==> config.mk <==
export PLATFORM = sky130hd
export DESIGN_NAME = serial_word_receiver
export DESIGN_NICKNAME = d
export VERILOG_FILES = /design/src/rtl/serial_word_receiver_pkg.sv /design/src/rtl/word_out_buffer.sv /design/src/rtl/serial_word_receiver.sv
export SDC_FILE = /design/constraint.sdc
export NUM_CORES = 1
export LEC_CHECK = 0
export ABC_AREA = 1
export CAP_MARGIN = 25
export CORE_AREA = 2 2 47 49
export DETAILED_ROUTE_END_ITERATION = 10
export DIE_AREA = 0 0 49 51
export HOLD_SLACK_MARGIN = 0.06
export SLEW_MARGIN = 20
export SYNTH_ARGS = -nofsm -noshare
export SYNTH_HDL_FRONTEND = slang
export SYNTH_SLANG_ARGS = --single-unit
==> constraint.sdc <==
create_clock -name clk -period 1.9 [get_ports clk]
set_input_delay 0.57 -clock clk [delete_from_list [all_inputs] [get_ports clk]]
set_output_delay 0.57 -clock clk [all_outputs]
set_load 0.005 [all_outputs]
==> src/rtl/serial_word_receiver_pkg.sv <==
// Shared state encodings and direction constants for the serial word receiver.
package serial_word_receiver_pkg;

  typedef enum logic {
    RX_IDLE    = 1'b0,
    RX_COLLECT = 1'b1
  } rx_state_e;

  typedef enum logic {
    OB_EMPTY = 1'b0,
    OB_FULL  = 1'b1
  } ob_state_e;

  localparam logic DIR_MSB_FIRST = 1'b0;
  localparam logic DIR_LSB_FIRST = 1'b1;

endpackage

==> src/rtl/word_out_buffer.sv <==
// One-entry valid/ready holding register; a word arriving while full and not
// being drained is dropped and recorded in a sticky overrun flag.
module word_out_buffer
  import serial_word_receiver_pkg::*;
#(
  parameter int WIDTH = 4
) (
  input  logic             clk,
  input  logic             rst_n,
  input  logic             i_clr,
  input  logic             i_wr,
  input  logic [WIDTH-1:0] i_wdata,
  input  logic             i_ready,
  output logic [WIDTH-1:0] o_data,
  output logic             o_valid,
  output logic             o_overrun
);

  ob_state_e        r_state, w_state_next;
  logic [WIDTH-1:0] r_data, w_data_next;
  logic             r_overrun, w_overrun_next;

  always_ff @(posedge clk or negedge rst_n) begin
    if (!rst_n) begin
      r_state   <= OB_EMPTY;
      r_data    <= '0;
      r_overrun <= 1'b0;
    end else begin
      r_state   <= w_state_next;
      r_data    <= w_data_next;
      r_overrun <= w_overrun_next;
    end
  end

  always_comb begin
    w_state_next   = r_state;
    w_data_next    = r_data;
    w_overrun_next = r_overrun;
    if (i_clr) begin
      w_state_next   = OB_EMPTY;
      w_data_next    = '0;
      w_overrun_next = 1'b0;
    end else begin
      case (r_state)
        OB_EMPTY: begin
          if (i_wr) begin
            w_state_next = OB_FULL;
            w_data_next  = i_wdata;
          end
        end
        OB_FULL: begin
          // A drain in the same cycle as a new word makes room for it with no gap.
          if (i_ready) begin
            if (i_wr) begin
              w_data_next = i_wdata;
            end else begin
              w_state_next = OB_EMPTY;
            end
          end else if (i_wr) begin
            w_overrun_next = 1'b1;
          end
        end
        default: w_state_next = OB_EMPTY;
      endcase
    end
  end

  assign o_data    = r_data;
  assign o_valid   = (r_state == OB_FULL);
  assign o_overrun = r_overrun;

endmodule

==> src/rtl/serial_word_receiver.sv <==
// Reassembles WIDTH-bit words from a serial carry-bit stream in either shift
// direction and hands them to a one-entry output buffer.
module serial_word_receiver
  import serial_word_receiver_pkg::*;
#(
  parameter int WIDTH = 4,
  parameter int CNT_W = $clog2(WIDTH) + 1
) (
  input  logic             clk,
  input  logic             rst_n,
  input  logic             clr,
  input  logic             bit_valid,
  input  logic             bit_in,
  input  logic             lsb_first,
  input  logic             out_ready,
  output logic [WIDTH-1:0] data_out,
  output logic             out_valid,
  output logic             busy,
  output logic             overrun
);

  localparam logic [CNT_W-1:0] LAST_CNT = CNT_W'(WIDTH - 1);

  rx_state_e        r_rx_state, w_rx_next;
  logic [CNT_W-1:0] r_cnt, w_cnt_next;
  logic [WIDTH-1:0] r_sh, w_sh_next, w_shifted;
  logic             r_dir, w_dir_next, w_dir_eff, w_done;

  always_ff @(posedge clk or negedge rst_n) begin
    if (!rst_n) begin
      r_rx_state <= RX_IDLE;
      r_cnt      <= '0;
      r_sh       <= '0;
      r_dir      <= 1'b0;
    end else begin
      r_rx_state <= w_rx_next;
      r_cnt      <= w_cnt_next;
      r_sh       <= w_sh_next;
      r_dir      <= w_dir_next;
    end
  end

  // The first bit of a word uses the live lsb_first; later bits use the latch.
  assign w_dir_eff = (r_rx_state == RX_IDLE) ? lsb_first : r_dir;
  assign w_shifted = (w_dir_eff == DIR_LSB_FIRST) ? {bit_in, r_sh[WIDTH-1:1]}
                                                  : {r_sh[WIDTH-2:0], bit_in};

  always_comb begin
    w_rx_next  = r_rx_state;
    w_cnt_next = r_cnt;
    w_sh_next  = r_sh;
    w_dir_next = r_dir;
    w_done     = 1'b0;
    if (clr) begin
      w_rx_next  = RX_IDLE;
      w_cnt_next = '0;
      w_sh_next  = '0;
    end else if (bit_valid) begin
      w_sh_next = w_shifted;
      case (r_rx_state)
        RX_IDLE: begin
          w_dir_next = lsb_first;
          w_cnt_next = CNT_W'(1);
          w_rx_next  = RX_COLLECT;
        end
        RX_COLLECT: begin
          if (r_cnt == LAST_CNT) begin
            w_done     = 1'b1;
            w_cnt_next = '0;
            w_rx_next  = RX_IDLE;
          end else begin
            w_cnt_next = r_cnt + CNT_W'(1);
          end
        end
        default: w_rx_next = RX_IDLE;
      endcase
    end
  end

  word_out_buffer #(
    .WIDTH(WIDTH)
  ) u_word_out_buffer (
    .clk      (clk),
    .rst_n    (rst_n),
    .i_clr    (clr),
    .i_wr     (w_done),
    .i_wdata  (w_shifted),
    .i_ready  (out_ready),
    .o_data   (data_out),
    .o_valid  (out_valid),
    .o_overrun(overrun)
  );

  assign busy = (r_cnt != '0);

endmodule

# Yosys cells after proc, flatten, opt, wreduce, memory -nomap -nowiden
# Cells that the tools add are included.
# W data, S select, Z words.
# totals
register_bits	15
wordCells	48
output_inout_bits	7
# classes
n_addsub	1
reduce_logical	6
muxes	28
eq_ne	3
bitwise_logic	3
# ops
op	n
$mux W4	6
$mux W1	15
$mux W3	3
$pmux W4 S2	1
$pmux W3 S2	1
$reduce_bool A2 Y1	3
$pmux W1 S2	2
$add A3 B1 Y3 const B	1
$eq A3 B2 Y1 const B	1
$ne A3 B3 Y1 const B	1
$not A1 Y1	3
$reduce_and A3 Y1	1
$reduce_bool A3 Y1	1
$ne A2 B2 Y1 const B	1
$reduce_and A2 Y1	1

# Longest topological paths before layout
# Gate-level depths: netlist of the first run.
# logic_depth
word_depth	9
mapped_depth	7
mapped_depth_nobuf	7

# Cells and area by module
# From an unflattened synthesis of the first run, not the netlist that was laid out.
# hier_totals
hier_cells	98
hier_area_um2	788.3
# by_module_without_submodules
mod	area_each_um2	cells_per_inst	instances	seq_area_each_um2
serial_word_receiver	535.5	69	1	225.2
word_out_buffer	252.7	29	1	150.1

# Worst setup path after synthesis of the first run
# OpenSTA, ideal clock, no wires.
# synth_path
path_type	register to output
startpoint	register r_cnt[0]
endpoint	output port busy
path_buffers	0
arrival_time_ns	0.629
required_ns	1.330
stages_incl_launch_ff	4
slack_ns	0.701
path_cell_list	dfrtp_1 > inv_1 > ha_1 > nand2_1
# synth_via
elab_chain_cells	1
# synth_rtl
element	line	text
from (decl)	serial_word_receiver.sv:25	logic [CNT_W-1:0] r_cnt, w_cnt_next;
from (signal assigned)	serial_word_receiver.sv:37	r_cnt <= w_cnt_next;
$reduce_bool A3 Y1	serial_word_receiver.sv:94	assign busy = (r_cnt != '0);
to (decl)	serial_word_receiver.sv:18	output logic busy,
# Every way passes these cells.

# Worst setup path in the final report of the first run
# Same ends and word-level chain as after synthesis.

==> key figures, run 1 <==
Status
  – Status: finished, final reports clean

Synthesis
  – #FFs+latches synth: 15
  – Netlist cell types: 16
  – Seq/Total Area, Yosys: 49.59%
  – Top_reg_cell synth: dfrtp_1
  – Most instantiated cells after synthesis: nand2_1 (39), dfrtp_1 (15), inv_1 (13), nor2_1 (9), nor2_2 (5)
  – Syn_nets: 109
  – Mean Syn Cell Area: 7.570 um^2
  – Largest area contributor in the netlist: dfrtp_1
  – Top post-synthesis cells by area: dfrtp_1 (50%), nand2_1 (19%), inv_1 (6.4%), nor2_1 (4.5%), nor2_2 (4.1%)
  – Most common cell in the netlist: nand2_1
  – Mapped Cells: 100
  – Number of synthesized flops with an enable pin: 0
  – YS warnings: 0
  – Post-synth ARST share: 100.0%
  – Share of the synthesized area in the top cell type: 49.59%
  – Cell area after synthesis: 757.0 um^2

Timing
  – Layout Skew: 0.003295 ns
  – Unrepaired setup endpoints after global routing: false
  – Final setup violation count: 0
  – Fmax: 0.5628 GHz
  – Worst-Margin Slew: 0.2277 ns
  – Total negative setup slack: 0 ns
  – Hold_ws: 0.4877 ns
  – Period utilisation layout: 93.52%
  – Slew HR: 84.82%
  – Minimum clock period: 1.777 ns
  – Fin. Hold Viols: 0
  – Max Slew Vio Count: 0

Layout
  – Area of the multi-input gates: 329.1 um^2
  – Sequential cell area: 375.4 um^2
  – Share of layout cells above drive strength 1: 12.50%
  – # diodes: 0
  – Fill cell count: 224
  – P&R area growth vs syn: 28.10%
  – Fin nets: 130

Global route
  – GRT Overall Usage: 14.52%
  – Vias in the first global route: 665
  – Largest net degree at the start of global routing: 16
  – Grt total ovfl: 0
  – Antenna violations before repair: 0
  – First-pass GRT wire length: 2739 um

Worst setup path
  – Worst r2r dst: u_word_out_buffer.o_data[3]
  – Crit Path Max Fanout: 3
  – Startpoint types: flop
  – Data required time at the worst endpoint: 1.33 ns
  – Crit path from: r_cnt[0]
  – RR Startpoint: r_cnt[0]
  – R2R setup slack: 0.64 ns
  – Worst setup EP type: output port
  – Arrival @ worst endpoint: 1.21 ns
  – End of the critical path: busy
  – Setup Crit Path Kind: reg2out
  – Worst R2R Path Depth: 7

Clock tree
  – Root Driver: clkbuf_4
  – CTS Hold Bufs: 0
  – CTS tree: built
  – Clk buf depth: 2
  – Clock network latency to the later pin of the worst-skew pair: 0.29 ns
  – CTS clk-pin slew, worst paths: 0.09 ns
  – H-tree depth: 1
  – Clock buffer count from CTS: 3
  – CTS Sinks: 15

Route
  – Residual DRC: 0
  – Avg WL per Cell: 9.953 um
  – Initial DRT Pass Iterations: 4
  – Vias per inst: 4.392
  – Final wirelength: 1473 um
  – Total number of vias: 650
  – DRT iter0 DRCs: 10
  – Final ANT Viol Nets: 0

Floorplan
  – Overall die area: 2499 um^2
  – Initial Utilization: 36.69%
  – Cell row count: 17
  – Core area: 2063 um^2
  – Die width: 49 um
  – Die Ht: 51 um
  – Boundary Pins: 14

Placement
  – Port Buffers: 13
  – Final GP Congestion: 0.8289
  – Hpwl dp: 1148 um

Min path
  – Worst min path class: reg2reg
  – Worst Min Path Start: r_sh[3]

Run
  – MaxCap Viol Count: 0

Power and ir drop
  – Peak supply drop: 0.3902 mV
  – Leakage: 0.4939 nW
  – Cell area power density: 686.6 nW/um^2
-- layout by cell type (no fill, tap or decap) --
| cell | count |
|---|---|
| nand2_1 | 39 |
| dfrtp_1 | 15 |
| inv_1 | 13 |
| clkdlybuf4s50_1 | 12 |
| nor2_1 | 9 |
| nor2_2 | 5 |
| nand3_1 | 4 |
| o21ai_0 | 3 |
| clkbuf_4 | 3 |
| buf_4 | 3 |
| o21ai_2 | 2 |
| o22ai_1 | 2 |
| ha_1 | 2 |
| inv_2 | 1 |
| o21ai_1 | 1 |
| nand4_1 | 1 |
| a21oi_1 | 1 |
| nand2_2 | 1 |
| nor3_1 | 1 |
| clkbuf_1 | 1 |
| dlygate4sd2_1 | 1 |
-- logic make-up (layout without fill, tap and decap cells) --
logic type                 Yosys count  after routing  synth area share [%]
buffers and inverters               14             34                 6.942
adders and majority gates            2              2                 3.305
DFF                                 15             15                 49.59
AOI/OAI and AO/OA                    9              9                 7.271
and+or+nand+nor                     60             60                 32.89
-- per-layer routing --
layer  vias to the layer above  wire length [um]  GRT usage (%)
met5                         -                 0              0
met4                         0                43          9.048
met3                         4                36          2.632
met2                        10               674          23.74
met1                       289               719          17.84
li1                        347                 -              -
-- registers in the layout, summed over array words and instances (netlist names) --
name                         count
r_cnt                            3
r_sh                             4
u_word_out_buffer.o_data         4
r_rx_state                       1
u_word_out_buffer.o_overrun      1
r_dir                            1
u_word_out_buffer.o_valid        1
-- area by class of cell --
cell class | instances | share of cell area (%)
clock buffer | 4 | 2.710
inverter | 14 | 5.419
multi-input combinational | 71 | 33.94
sequential | 15 | 38.71
tap | 28 | 3.613
timing repair buffer | 16 | 15.61
-- report_power, final --
| group | switching, W | internal [W] | leakage, nW |
|---|---|---|---|
| combinational | 0.0000686 | 0.0000588 | 0.278 |
| clock | 0.000102 | 0.0000816 | 0.0150 |
| sequential | 0.0000141 | 0.000340 | 0.201 |
-- stage by stage --
stage	setup WS [ns]	util [%]	cells	power, W	cell area, um^2
after floorplan	0.7012	-	100	0.0004264	757.0
after global placement	0.1240	45.42	143	0.0004854	937.1
after detailed placement	0.09091	45.42	143	0.0004872	937.1
after CTS	0.1192	47.00	148	0.0006726	969.7
after global routing	0.03232	47.00	148	0.0007107	969.7
final	0.1232	47.00	148	0.0006658	969.7
-- timing repair --
action                     in CTS  in global routing
gates resized for setup         1                  0
buffers inserted                1                  0
setup endpoints to repair       1                  0
-- how the worst min path moves through the flow --
stage                                  end  slack, ns  depth (start not counted)
5_1_grt        u_word_out_buffer.o_data[2]       0.51                          2
2_1_floorplan                     r_cnt[0]       0.27                          0
3_3_place_gp                       r_sh[3]       0.46                          2
3_5_place_dp                       r_sh[3]       0.47                          2
6_report                           r_sh[3]       0.49                          2
4_1_cts                            r_sh[3]       0.49                          2
-- worst max-delay path, stage by stage, from the launching register on --
cell and delay (ns):
dfrtp_1 0.38, inv_1 0.09, ha_1 0.14, nand2_1 0.05
dlygate4sd2_1 0.26
(Power assumes the default switching activity.)
==> inputs of run 2 (changes only) <==
Settings changed: SLEW_MARGIN 20 to not set.
==> results of run 2 <==
No change in the layout: final DEF, timing and power equal those of run 1.
